[config.mk]
export PLATFORM = sky130hd
export DESIGN_NAME = alu_exec_unit
export DESIGN_NICKNAME = d
export VERILOG_FILES = /design/src/rtl/alu_exec_pkg.sv /design/src/rtl/mul_shift_add16.sv /design/src/rtl/alu_exec_unit.sv
export SDC_FILE = /design/constraint.sdc
export NUM_CORES = 1
export LEC_CHECK = 0
export BUFFER_PORTS_ARGS = -buffer_cell sky130_fd_sc_hd__clkbuf_2
export CAP_MARGIN = 0
export CORE_MARGIN = 5
export CORE_UTILIZATION = 60
export CTS_CLUSTER_SIZE = 40
export DETAILED_ROUTE_END_ITERATION = 10
export PLACE_DENSITY = 0.83
export SYNTH_ARGS = -nofsm -noshare
export SYNTH_HDL_FRONTEND = slang
export SYNTH_HIERARCHICAL = 1
export SYNTH_SLANG_ARGS = --single-unit
[constraint.sdc]
create_clock -name clk -period 6.8 [get_ports clk]
set_input_delay 0.34 -clock clk [delete_from_list [all_inputs] [get_ports clk]]
set_output_delay 0.34 -clock clk [all_outputs]
set_load 0.005 [all_outputs]
[src/rtl/alu_exec_pkg.sv]
// Shared constants, opcode and FSM encodings for the execute/write-back stage.
// Build option: define ALU_EXEC_MUL_EN to make opcode 111 an iterative multiply.
package alu_exec_pkg;

  localparam int unsigned DATA_W   = 16;
  localparam int unsigned ADDR_W   = 3;
  localparam int unsigned MUL_ITER = DATA_W;

`ifdef ALU_EXEC_MUL_EN
  localparam bit MUL_EN = 1'b1;
`else
  localparam bit MUL_EN = 1'b0;
`endif

  typedef enum logic [2:0] {
    OpAdd = 3'b000,
    OpSub = 3'b001,
    OpAnd = 3'b010,
    OpOr  = 3'b011,
    OpXor = 3'b100,
    OpNot = 3'b101,
    OpShl = 3'b110,
    OpMul = 3'b111
  } op_e;

  typedef enum logic [1:0] {
    StIdle = 2'b00,
    StRead = 2'b01,
    StExec = 2'b10,
    StWb   = 2'b11
  } state_e;

  // MUL is the only opcode that depends on the build option.
  function automatic logic op_supported(op_e op);
    return (op != OpMul) || MUL_EN;
  endfunction

endpackage

[src/rtl/mul_shift_add16.sv]
// 16x16 -> 32 iterative shift-add multiplier, one partial product per cycle.
// Only instantiated when ALU_EXEC_MUL_EN is defined.
// o_done is asserted during the last iteration cycle and o_product then shows
// the final sum combinationally, so the caller can capture it on that edge.
module mul_shift_add16
  import alu_exec_pkg::*;
(
  input  logic                  i_clk,
  input  logic                  i_rst_n,
  input  logic                  i_start,
  input  logic [DATA_W-1:0]     i_a,
  input  logic [DATA_W-1:0]     i_b,
  output logic                  o_done,
  output logic [2*DATA_W-1:0]   o_product
);

  localparam int unsigned CntW = $clog2(MUL_ITER);

  logic                r_busy;
  logic [CntW-1:0]     r_cnt;
  logic [2*DATA_W-1:0] r_mcand;
  logic [DATA_W-1:0]   r_mplier;
  logic [2*DATA_W-1:0] r_acc;

  logic [2*DATA_W-1:0] w_acc_next;
  logic                w_last;

  // Accumulate the shifted multiplicand when the current multiplier bit is set.
  always_comb begin
    w_acc_next = r_acc + (r_mplier[0] ? r_mcand : '0);
    w_last     = (r_cnt == CntW'(MUL_ITER - 1));
  end

  // Iteration state: load on start, then shift once per cycle until the last bit.
  always_ff @(posedge i_clk or negedge i_rst_n) begin
    if (!i_rst_n) begin
      r_busy   <= 1'b0;
      r_cnt    <= '0;
      r_mcand  <= '0;
      r_mplier <= '0;
      r_acc    <= '0;
    end else if (i_start) begin
      r_busy   <= 1'b1;
      r_cnt    <= '0;
      r_mcand  <= {{DATA_W{1'b0}}, i_a};
      r_mplier <= i_b;
      r_acc    <= '0;
    end else if (r_busy) begin
      r_acc    <= w_acc_next;
      r_mcand  <= r_mcand << 1;
      r_mplier <= r_mplier >> 1;
      r_cnt    <= r_cnt + 1'b1;
      if (w_last) begin
        r_busy <= 1'b0;
      end
    end
  end

  assign o_done    = r_busy && w_last;
  assign o_product = w_acc_next;

endmodule

[src/rtl/alu_exec_unit.sv]
// Single-issue execute/write-back stage for a 16-bit, 8-entry register file.
// Sequence per op: READ (drive read addresses), EXEC (compute), WB (one-cycle
// write pulse). A new op can be accepted during WB; its READ then follows the
// write edge, so it observes the freshly written value without forwarding.
// Build option: ALU_EXEC_MUL_EN enables opcode 111 (16-cycle MUL); otherwise
// opcode 111 raises op_err after EXEC with no write-back.
module alu_exec_unit #(
  parameter int unsigned DATA_W = alu_exec_pkg::DATA_W,
  parameter int unsigned ADDR_W = alu_exec_pkg::ADDR_W
) (
  input  logic              clk,
  input  logic              reset,
  input  logic              op_valid,
  output logic              op_ready,
  input  logic [2:0]        op_code,
  input  logic [ADDR_W-1:0] op_ra,
  input  logic [ADDR_W-1:0] op_rb,
  input  logic [ADDR_W-1:0] op_rd,
  output logic [ADDR_W-1:0] rd_addr_a,
  output logic [ADDR_W-1:0] rd_addr_b,
  input  logic [DATA_W-1:0] d_out_a,
  input  logic [DATA_W-1:0] d_out_b,
  output logic              wr,
  output logic [ADDR_W-1:0] wr_addr,
  output logic [DATA_W-1:0] d_in,
  output logic              flag_z,
  output logic              flag_c,
  output logic              op_err
);
  import alu_exec_pkg::*;

  state_e              r_state;
  state_e              w_state_next;

  op_e                 r_op_code;
  logic [ADDR_W-1:0]   r_rd;
  logic [ADDR_W-1:0]   r_addr_a;
  logic [ADDR_W-1:0]   r_addr_b;
  logic [DATA_W-1:0]   r_op_a;
  logic [DATA_W-1:0]   r_op_b;
  logic [ADDR_W-1:0]   r_wr_addr;
  logic [DATA_W-1:0]   r_d_in;
  logic                r_flag_z;
  logic                r_flag_c;
  logic                r_op_err;

  logic                w_accept;
  logic                w_unsupported;
  logic                w_exec_done;
  logic                w_wb_load;
  logic [DATA_W:0]     w_sum;
  logic [DATA_W-1:0]   w_result;
  logic                w_carry;

  assign w_accept      = op_valid && op_ready;
  assign w_unsupported = !op_supported(r_op_code);

`ifdef ALU_EXEC_MUL_EN
  logic                w_mul_start;
  logic                w_mul_done;
  logic [2*DATA_W-1:0] w_mul_product;

  // Operands go straight from the register file so the multiply starts on the
  // same edge the ALU operands are captured.
  assign w_mul_start = (r_state == StRead) && (r_op_code == OpMul);

  mul_shift_add16 u_mul (
    .i_clk     (clk),
    .i_rst_n   (reset),
    .i_start   (w_mul_start),
    .i_a       (d_out_a),
    .i_b       (d_out_b),
    .o_done    (w_mul_done),
    .o_product (w_mul_product)
  );

  assign w_exec_done = (r_op_code == OpMul) ? w_mul_done : 1'b1;
`else
  assign w_exec_done = 1'b1;
`endif

  assign w_wb_load = (r_state == StExec) && w_exec_done && !w_unsupported;

  // FSM state register.
  always_ff @(posedge clk or negedge reset) begin
    if (!reset) begin
      r_state <= StIdle;
    end else begin
      r_state <= w_state_next;
    end
  end

  // FSM next-state logic.
  always_comb begin
    w_state_next = r_state;
    unique case (r_state)
      StIdle: if (w_accept) w_state_next = StRead;
      StRead: w_state_next = StExec;
      StExec: begin
        if (w_unsupported) begin
          w_state_next = StIdle;
        end else if (w_exec_done) begin
          w_state_next = StWb;
        end
      end
      StWb:   w_state_next = w_accept ? StRead : StIdle;
      default: w_state_next = StIdle;
    endcase
  end

  // FSM outputs: handshake and write strobe follow the state directly, so an
  // asynchronous reset kills a pending write immediately.
  always_comb begin
    op_ready = (r_state == StIdle) || (r_state == StWb);
    wr       = (r_state == StWb);
  end

  // ALU: result and carry for the latched opcode and captured operands.
  always_comb begin
    w_sum    = '0;
    w_result = '0;
    w_carry  = 1'b0;
    unique case (r_op_code)
      OpAdd: begin
        w_sum    = {1'b0, r_op_a} + {1'b0, r_op_b};
        w_result = w_sum[DATA_W-1:0];
        w_carry  = w_sum[DATA_W];
      end
      OpSub: begin
        w_result = r_op_a - r_op_b;
        w_carry  = (r_op_a < r_op_b);
      end
      OpAnd: w_result = r_op_a & r_op_b;
      OpOr:  w_result = r_op_a | r_op_b;
      OpXor: w_result = r_op_a ^ r_op_b;
      OpNot: w_result = ~r_op_a;
      OpShl: begin
        w_result = {r_op_a[DATA_W-2:0], 1'b0};
        w_carry  = r_op_a[DATA_W-1];
      end
      OpMul: begin
`ifdef ALU_EXEC_MUL_EN
        w_result = w_mul_product[DATA_W-1:0];
        w_carry  = |w_mul_product[2*DATA_W-1:DATA_W];
`endif
      end
      default: ;
    endcase
  end

  // Datapath registers: request latch, operand capture, write-back and flags.
  always_ff @(posedge clk or negedge reset) begin
    if (!reset) begin
      r_op_code <= OpAdd;
      r_rd      <= '0;
      r_addr_a  <= '0;
      r_addr_b  <= '0;
      r_op_a    <= '0;
      r_op_b    <= '0;
      r_wr_addr <= '0;
      r_d_in    <= '0;
      r_flag_z  <= 1'b0;
      r_flag_c  <= 1'b0;
      r_op_err  <= 1'b0;
    end else begin
      if (w_accept) begin
        r_op_code <= op_e'(op_code);
        r_rd      <= op_rd;
        r_addr_a  <= op_ra;
        r_addr_b  <= op_rb;
      end
      if (r_state == StRead) begin
        r_op_a <= d_out_a;
        r_op_b <= d_out_b;
      end
      if (w_wb_load) begin
        r_wr_addr <= r_rd;
        r_d_in    <= w_result;
        r_flag_z  <= (w_result == '0);
        r_flag_c  <= w_carry;
      end
      r_op_err <= (r_state == StExec) && w_unsupported;
    end
  end

  assign rd_addr_a = r_addr_a;
  assign rd_addr_b = r_addr_b;
  assign wr_addr   = r_wr_addr;
  assign d_in      = r_d_in;
  assign flag_z    = r_flag_z;
  assign flag_c    = r_flag_c;
  assign op_err    = r_op_err;

endmodule

### Yosys cells after proc, flatten, opt, wreduce, memory -nomap -nowiden

Index checks and enable logic that the tools add are counted.

* input port bits: 47
* flip-flop bits (word level): 68
* logic and storage cells: 44
* output and inout bits: 30

* reduce and logical (&&, ||, !) cells: 8
* $add $sub $neg: 2
* muxes and demuxes: 6
* equal/unequal tests: 11
* bitwise operators: 4
* order comparisons: 1

Operators with widths (count)
* case mux 16 bit (7 select lines): 1
* adder 16 x 16 -> 17 bit: 1
* AND 16 bit: 1
* zero test 16 bit: 1
* less-than comparator 16 bit: 1
* NOT 16 bit: 1
* bitwise OR 16 bit: 1
* subtractor 16 bit: 1
* XOR 16 bit: 1
* equality test 3 bit (second input constant): 3
* case mux 2 bit (4 select lines): 1
* equality test 3 x 2 -> 1 bit (second input constant): 2
* equality test 2 bit (second input constant): 2
* two-way mux 2 bit: 2
* equality test 3 x 1 -> 1 bit (second input constant): 1
* logical AND 1 bit: 3
* zero test 3 bit: 1
* inequality test 3 bit (second input constant): 1
* case mux 1 bit (3 select lines): 1
* equality test 2 x 1 -> 1 bit (second input constant): 1
* zero test 2 bit: 1
* inequality test 2 bit (second input constant): 1
* zero test 1 bit: 1
* logical OR 1 bit: 1
* two-way mux 1 bit: 1

### Longest topological paths before layout

Gate-level depths: netlist of the first run.

* word-level depth: 5
* mapped depth: 13
* gate-level depth less buffers: 13

### Least setup slack after synthesis of the first run

No wires, ideal clock.

* path kind: register to register
* start: register r_op_a[0]
* end: register r_flag_z, in the netlist flag_z
* arrival time: 2.760 ns
* path buffers: 0
* stages on the path, launching flop included: 13
* slack: 3.963 ns
* library setup time: 0.076 ns
* cell sequence: dfrtp_1 -> ha_1 -> inv_1 -> fa_1 -> nand2b_1 -> a211oi_2 -> o21ai_1 -> a21oi_2 -> mux2i_1 -> a32o_1 -> a21oi_1 -> or4b_1 -> o21ai_1

* longest elaborated chain between the ends: 3
* elaborated cells on any way between the ends: 8

Ends and longest elaborated chain
* start: declaration: RTL line alu_exec_unit.sv:39 `logic [DATA_W-1:0] r_op_a;`
* start signal: assignment: RTL line alu_exec_unit.sv:173 `r_op_a <= d_out_a;`
* subtractor 16 bit (tied with other cells): RTL line alu_exec_unit.sv:130 `w_result = r_op_a - r_op_b;`
* case mux 16 bit (7 select lines) *: RTL line alu_exec_unit.sv:123 `unique case (r_op_code)`
* zero test 16 bit *: RTL line alu_exec_unit.sv:179 `r_flag_z <= (w_result == '0);`
* end signal: assignment: RTL line alu_exec_unit.sv:179
* end: declaration: RTL line alu_exec_unit.sv:43 `logic r_flag_z;`

Every way passes the cells marked *; elsewhere a longest branch is shown, timed or not.
A chain may end at the register's enable or synchronous reset.

### Final worst setup path of the first run

* start: register r_op_code[0]
* end: register r_flag_z, in the netlist flag_z

* longest elaborated chain between the ends: 3
* elaborated cells on any way between the ends: 11

Ends and longest elaborated chain
* start: declaration: RTL line alu_exec_unit.sv:35 `op_e r_op_code;`
* start signal: assignment: RTL line alu_exec_unit.sv:154 `r_op_code <= OpAdd;`
* start signal: assignment: RTL line alu_exec_unit.sv:167 `r_op_code <= op_e'(op_code);`
* equality test 3 bit (tied with other cells): RTL line alu_exec_unit.sv:123
* case mux 16 bit (7 select lines): RTL line alu_exec_unit.sv:123
* zero test 16 bit: RTL line alu_exec_unit.sv:179

Parallel ways exist; a longest one is shown, timed or not.

==> results by group, run 1 <==
CTS
  • CTS Buf Count: 9
  • Root buf cell: clkbuf_8
  • CTS sink count: 68
  • H-tree level count: 3
  • Post-CTS setup buffer count: 0
  • Clock-pin slew on the worst setup and hold paths: ~0.080 ns
  • Cells resized by post-CTS repair: 0
  • Clk buf depth: 2
  • Cts hold-fix bufs: 0
  • CTS tree: done
  • Worst-Skew Late Latency: 0.37 ns

Critical path
  • Crit Path Category: reg2reg
  • CP peak stage delay: 0.66 ns
  • Crit-path max FO: 47
  • Crit path DAT: 3.98 ns
  • Slowest stage cell, crit path: nand2b_1
  • Worst EP required: 7.09 ns
  • Worst setup EP type: register
  • Startpoint types: register
  • Cell breakdown of the critical path: buf_4 > nand2b_1 > nor2_1 > a221oi_1 > and4_1 > o2111a_1 > o211ai_1 > nor4b_1 > nand4_1 > o21ai_1

Timing
  • Setup TNS: 0 ns
  • Tcrit/Tclk final: 0.541
  • Min Tclk post-route: between 3 and 4 ns
  • Fin. max-slew vios: 0
  • RSZ-0062 raised after global routing: no
  • Worst-Margin Slew: 1.11 ns
  • Max-slew headroom: 0.259
  • Endpoints failing setup: 0
  • Final hold viol count: 0
  • FMAX: roughly 0.27 GHz
  • Clock skew: ~0.01 ns

Yosys
  • Mapped Area: roughly 5700 um2
  • Post-synth EDFFs: 0
  • Area contributors post-synth: dfrtp_1 (30%), ha_1 (12%), nand2_1 (6.1%)
  • Sequential cell area fraction in the yosys report: 0.300
  • Count leader, synth: nand2_1
  • Area fraction of the dominant cell type after synthesis: 0.300
  • Prevailing post-synth register cell: dfrtp_1
  • Ys Warns: 6
  • Synth cell count leaders: nand2_1 (92), dfrtp_1 (68), o21ai_0 (57), nor2_1 (54), ha_1 (53)
  • Library cells used by synthesis: 75
  • Syn Nets: about 800
  • Cell count after synthesis: between 600 and 700
  • #FFs+latches synth: slightly below 70
  • Ys async rst share: 1.00
  • Mapped Avg Cell Area: between 8 and 9 um2
  • Post-synth top area cell: dfrtp_1

Drt
  • Via count: 5,489
  • DRT antenna net count: 0
  • Initial DRT Pass Iterations: 5
  • Final wirelength: 16,900 um
  • Iteration-0 DRC Markers: 517
  • Wire length per cell: between 15 and 20 um
  • DRC violations left: 0
  • Vias per inst: 6.27

Global routing
  • First-pass GRT wire length: 27,100 um
  • Congestion Overflow GR: 0
  • GRT Total Usage: 0.298
  • Initial antenna violation count: 0
  • Largest net degree at the start of global routing: 69
  • Number of global-route vias before repair: 5,278

Min path
  • Worst hold path type: in2async

Final layout
  • Fillers: approximately 750
  • Area growth syn-to-layout: 9.85%
  • # diodes: 0
  • Nets: 844
  • Layout cell share with drive strength beyond 1: 0.181

Placed design
  • # port buffers: 76
  • Post-DP HPWL: 12,100 um
  • GPL Wtd Cong: 0.981

Die
  • Die ar.: between 10,000 and 15,000 um2
  • I/O pins: between 70 and 80
  • Starting Density: 0.615
  • Core Region: about 9000 um2
  • Die X: 107 um
  • Die H: about 110 um
  • Row Count: 35

Run status
  • Result of the run: complete, no violations

Run
  • # Max-Cap Violations: 0
==> registers in the layout, summed over array words and instances, names as in the netlist, 2 cells and up <==
name and count:
rd_addr_a 3, wr_addr 3, r_op_b 16, rd_addr_b 3
r_op_code 3, d_in 16, r_rd 3, r_op_a 16
r_state 2
==> worst max-delay path, delay by kind of cell (launching register included) <==
kind / cells / cell delay (ns)
compound gates: 4 / 0.85
buf+inv: 1 / 0.28
flops: 1 / 0.36
simple gates: 5 / 2.08
==> per-stage QoR <==
stage / cells / utilization / area (um2) / hold slack, ns / setup WS, ns
2_1_floorplan: 693 / - / 5680 / 0.0444 / 3.96
3_3_place_gp: 860 / 0.654 / 6050 / 0.442 / 3.34
3_5_place_dp: 860 / 0.654 / 6050 / 0.458 / 3.32
4_1_cts: 876 / 0.675 / 6240 / 0.163 / 3.27
5_1_grt: 876 / 0.675 / 6240 / 0.185 / 3.05
6_report: 876 / 0.675 / 6240 / 0.162 / 3.12
==> cell usage in the layout, fill, tap and decap left out, types with 7 or more instances in the layout <==
cell / synthesis / final
nand3_1: 10 / 10
clkbuf_2: 0 / 75
ha_1: 53 / 52
nand2b_1: 9 / 9
o22ai_1: 11 / 11
nor3_1: 23 / 23
mux2_2: 13 / 13
mux2i_1: 15 / 15
clkbuf_8: 0 / 9
nor2b_1: 8 / 8
a21o_1: 7 / 7
inv_1: 50 / 50
a31oi_1: 12 / 12
dfrtp_1: 68 / 68
a21oi_1: 40 / 40
nor2_1: 54 / 54
nand2_1: 92 / 92
nor4_1: 8 / 8
o21ai_0: 57 / 57
==> routing by layer <==
metal,track usage,wire length [um]
met5,0,0
met4,0.116,455
met1,0.398,7360
met3,0.0552,1280
met2,0.480,7830
==> cells by family after synthesis <==
family	Yosys count	synth area share
AOI/OAI and AO/OA	208	0.252
muxes	28	0.0522
adders and majority gates	55	0.124
buffers and inverters	97	0.0734
xor gates and xnor gates	5	0.00771
DFF	68	0.300
and+or+nand+nor	232	0.191
==> layout make-up <==
type / instances / area [um2] / area share
multi-input cells: 528 / 3560 / 0.571
flip-flops and latches: 68 / 1700 / 0.273
repair buffers: 81 / 418 / 0.0670
inverters: 54 / 203 / 0.0325
well taps: 129 / 161 / 0.0259
clock buffers: 10 / 128 / 0.0205
clock inverters: 6 / 63.8 / 0.0102
==> path summary, 6_finish.rpt <==
path                                    from          to  slack [ns]  cells after the start
min in group clk                  d_out_b[3]   r_op_b[3]        0.17                      3
max in group asynchronous              reset   r_op_a[9]        6.06                      2
worst max register to register  r_op_code[0]      flag_z        3.12                     10
worst min-delay path                   reset   r_op_a[0]        0.16                      2
worst max-delay path            r_op_code[0]      flag_z        3.12                     10
worst min register to register       r_rd[2]  wr_addr[2]        0.48                      2
Power of run 1 is not shown: default switching activity piles up to over one toggle a cycle in this logic, so the estimate is an artifact.
==> inputs of run 2 (changes only) <==
ABC_AREA = 1   (was default)
CORE_UTILIZATION = 59   (was 60)
PLACE_DENSITY = 0.82   (was 0.83)
clock period = 3.6 ns   (was 6.8 ns; I/O delays follow)
==> results by group, run 2 <==
Yosys
  • Mapped Avg Cell Area: 6.84 um2 (-17%)
  • Sequential cell area fraction in the yosys report: 0.314 (+0.0148)
  • Post-synth top area cell: dfrtp_1
  • Ys Warns: 6 (unchanged)
  • Prevailing post-synth register cell: dfrtp_1
  • Ys async rst share: 1.00 (unchanged)
  • Synth cell count leaders: nand2_1 (226), inv_1 (107), nor2_1 (73), dfrtp_1 (68), o21ai_0 (64)
  • Cell count after synthesis: 791 (+14%)
  • Area contributors post-synth: dfrtp_1 (31%), nand2_1 (16%), ha_1 (12%)
  • Mapped Area: 5410 um2 (-4.7%)
  • Syn Nets: 893 (+12%)
  • Library cells used by synthesis: 39 (-48%)
  • #FFs+latches synth: 68 (unchanged)
  • Area fraction of the dominant cell type after synthesis: 0.314 (+0.0148)
  • Post-synth EDFFs: 0 (unchanged)
  • Count leader, synth: nand2_1

Timing
  • Endpoints failing setup: 0 (unchanged)
  • Fin. max-slew vios: 0 (unchanged)
  • Min Tclk post-route: 2.65 ns (-1.03 ns)
  • Final worst-path setup slack: 0.947 ns (-2.17 ns)
  • RSZ-0062 raised after global routing: no
  • Clock skew: 0.0141 ns (+0.00416 ns)
  • Max-slew headroom: 0.346 (+0.0866)
  • FMAX: 0.377 GHz (+39%)
  • Tcrit/Tclk final: 0.737 (+0.195)
  • Worst-Margin Slew: 0.981 ns (-0.128 ns)
  • Setup TNS: 0 ns (unchanged)
  • Final hold viol count: 0 (unchanged)

CTS
  • CTS tree: done
  • Cts hold-fix bufs: 1 (+1)
  • Cells resized by post-CTS repair: 0 (unchanged)
  • Clk buf depth: 2 (unchanged)
  • Worst-Skew Late Latency: 0.36 ns (about the same)
  • Clock-pin slew on the worst setup and hold paths: 0.09 ns (about the same)
  • CTS Buf Count: 9 (unchanged)
  • Root buf cell: clkbuf_8
  • CTS sink count: 68 (unchanged)
  • Post-CTS setup buffer count: 0 (unchanged)
  • H-tree level count: 3 (unchanged)

Die
  • I/O pins: 77 (unchanged)
  • Die H: 106 um (-1.4%)
  • Die X: 106 um (-1.4%)
  • Die ar.: 11,200 um2 (-2.8%)
  • Starting Density: 0.594 (-0.0204)
  • Core Region: 9110 um2 (-1.4%)
  • Row Count: 35 (unchanged)

Drt
  • Wire length per cell: 17.1 um (-12%)
  • Initial DRT Pass Iterations: 6 (+1)
  • Met3 routed WL: 1680 um (+32%)
  • DRC violations left: 0 (unchanged)
  • Routed met2 length: 7110 um (-9.2%)
  • Vias per inst: 5.76 (-8.1%)
  • Final wirelength: 16,600 um (-2.1%)
  • DRT antenna net count: 0 (unchanged)
  • Via count: 5,591 (+1.9%)
  • Iteration-0 DRC Markers: 469 (-9.3%)
  • Routed length on met1: 7360 um (about the same)
  • Uppermost layer routed: met4

Global routing
  • First-pass GRT wire length: 26,000 um (-4.2%)
  • Initial antenna violation count: 0 (unchanged)
  • Number of global-route vias before repair: 5,143 (-2.6%)
  • Congestion Overflow GR: 0 (unchanged)
  • Largest net degree at the start of global routing: 65 (-5.8%)
  • GRT Total Usage: 0.296 (-0.00217)

Critical path
  • Worst setup EP type: register
  • Worst EP required: 3.90 ns (-3.19 ns)
  • Worst path depth: 16 (+6)
  • CP bufs+invs: 2 (+1)
  • Crit path DAT: 2.95 ns (-1.03 ns)
  • Crit-path max FO: 4 (-91%)
  • Startpoint types: register
  • Slowest stage cell, crit path: dfrtp_1
  • CP peak stage delay: 0.42 ns (-0.24 ns)
  • Crit Path Category: reg2reg
  • Number of cells on the worst reg-to-reg path: 16 (+6)
  • Cell breakdown of the critical path: ha_1 > inv_1 > fa_1 > inv_1 > nand3_1 > nand2_1 > nand2_1 > nand2_1 > nand2_1 > a21oi_1 > nor2_1 > nor2_1 > nand2_1 > nor2_1 > nand3_1 > nand2_1
  • Top delay family on crit path: simple AND/OR/NAND/NOR gates
  • Most used cell, CP: nand2_1

Placed design
  • # port buffers: 76 (unchanged)
  • Placed Area: 5800 um2 (-4.1%)
  • Pre-CTS setup slack: 1.01 ns (-2.30 ns)
  • Post-DP HPWL: 12,900 um (+5.8%)
  • GPL Wtd Cong: 1.05 (+7.1%)

Final layout
  • Nets: 957 (+13%)
  • End-of-flow core utilization: 0.663 (-0.0127)
  • # diodes: 0 (unchanged)
  • Final Instance Area: 6030 um2 (-3.3%)
  • Most common cell after layout, fill and taps aside: nand2_1
  • Area growth syn-to-layout: 11.5%
  • Most frequent cells in the layout: nand2_1 (226), inv_1 (107), clkbuf_2 (75)
  • Layout cell share with drive strength beyond 1: 0.130 (-0.0505)

Min path
  • Worst hold path type: in2reg
  • Hold Path Stages: 3

Run status
  • Result of the run: complete, no violations

Run
  • # Max-Cap Violations: 0 (unchanged)
## run 2: cell count changes in the layout (fill, tap and decap cells not counted), moves of 7 or more
cell	delta
nand2_1	+134
inv_1	+57
nand3_1	+51
nor2_1	+19
mux2i_1	-15
nor3_1	-15
a31oi_1	-11
nand2b_1	-9
nor2b_1	-8
nor4_1	-8
a21o_1	-7
mux2_2	-7
o21ai_0	+7
## run 2: logic make-up (layout without fill, tap and decap cells)
family	count (synthesis)	after routing	share of synthesized area
simple gates	380	380	0.290
compound gates	144	144	0.147
buf+inv	137	206	0.105
flops	68	68	0.314
fa+ha+maj	55	55	0.130
mux	6	6	0.0125
xor+xnor	1	1	0.00162
## run 2: area by class of cell
type                            count  area [um2]
Multi-Input combinational cell    586        3150
Fill cell                         828        3070
Sequential cell                    68        1700
Inverter                          111         419
Timing Repair Buffer               79         405
Tap cell                          111         139
Clock buffer                        9         124
Clock inverter                      7        98.8
## run 2: stage by stage
step | std cells | hold WS (ns)
after global placement | 954 | 0.269
final | 971 | 0.0258
after floorplan | 791 | -0.116
after detailed placement | 954 | 0.291
after global routing | 971 | 0.0416
after CTS | 971 | 0.0278
## run 2: path summary, 6_finish.rpt
| path | start | to | slack (ns) |
|---|---|---|---|
| setup / recovery | r_op_a[0] | flag_z | 0.95 |
| hold / removal | d_out_b[3] | r_op_b[3] | 0.03 |
| setup reg to reg | r_op_a[0] | flag_z | 0.95 |
| hold reg to reg | d_in[4] | d_in[4] | 0.48 |
| max in group asynchronous | reset | op_err | 2.23 |
| min in group asynchronous | reset | d_in[11] | 0.42 |
## run 2: worst reg2reg max path: cells and delay by family (launching register included)
family	cells	cell delay (ns)
compound gates	1	0.21
fa+ha+maj	2	0.71
flops	1	0.42
simple gates	11	1.08
buf+inv	2	0.17
## run 2: metal layers
metal,global-route usage,up-vias
met5,0,-
met4,0.107,0
met3,0.0655,43
met2,0.443,329
met1,0.421,2547
li1,-,2672
Power of run 2 is left out for the same reason.
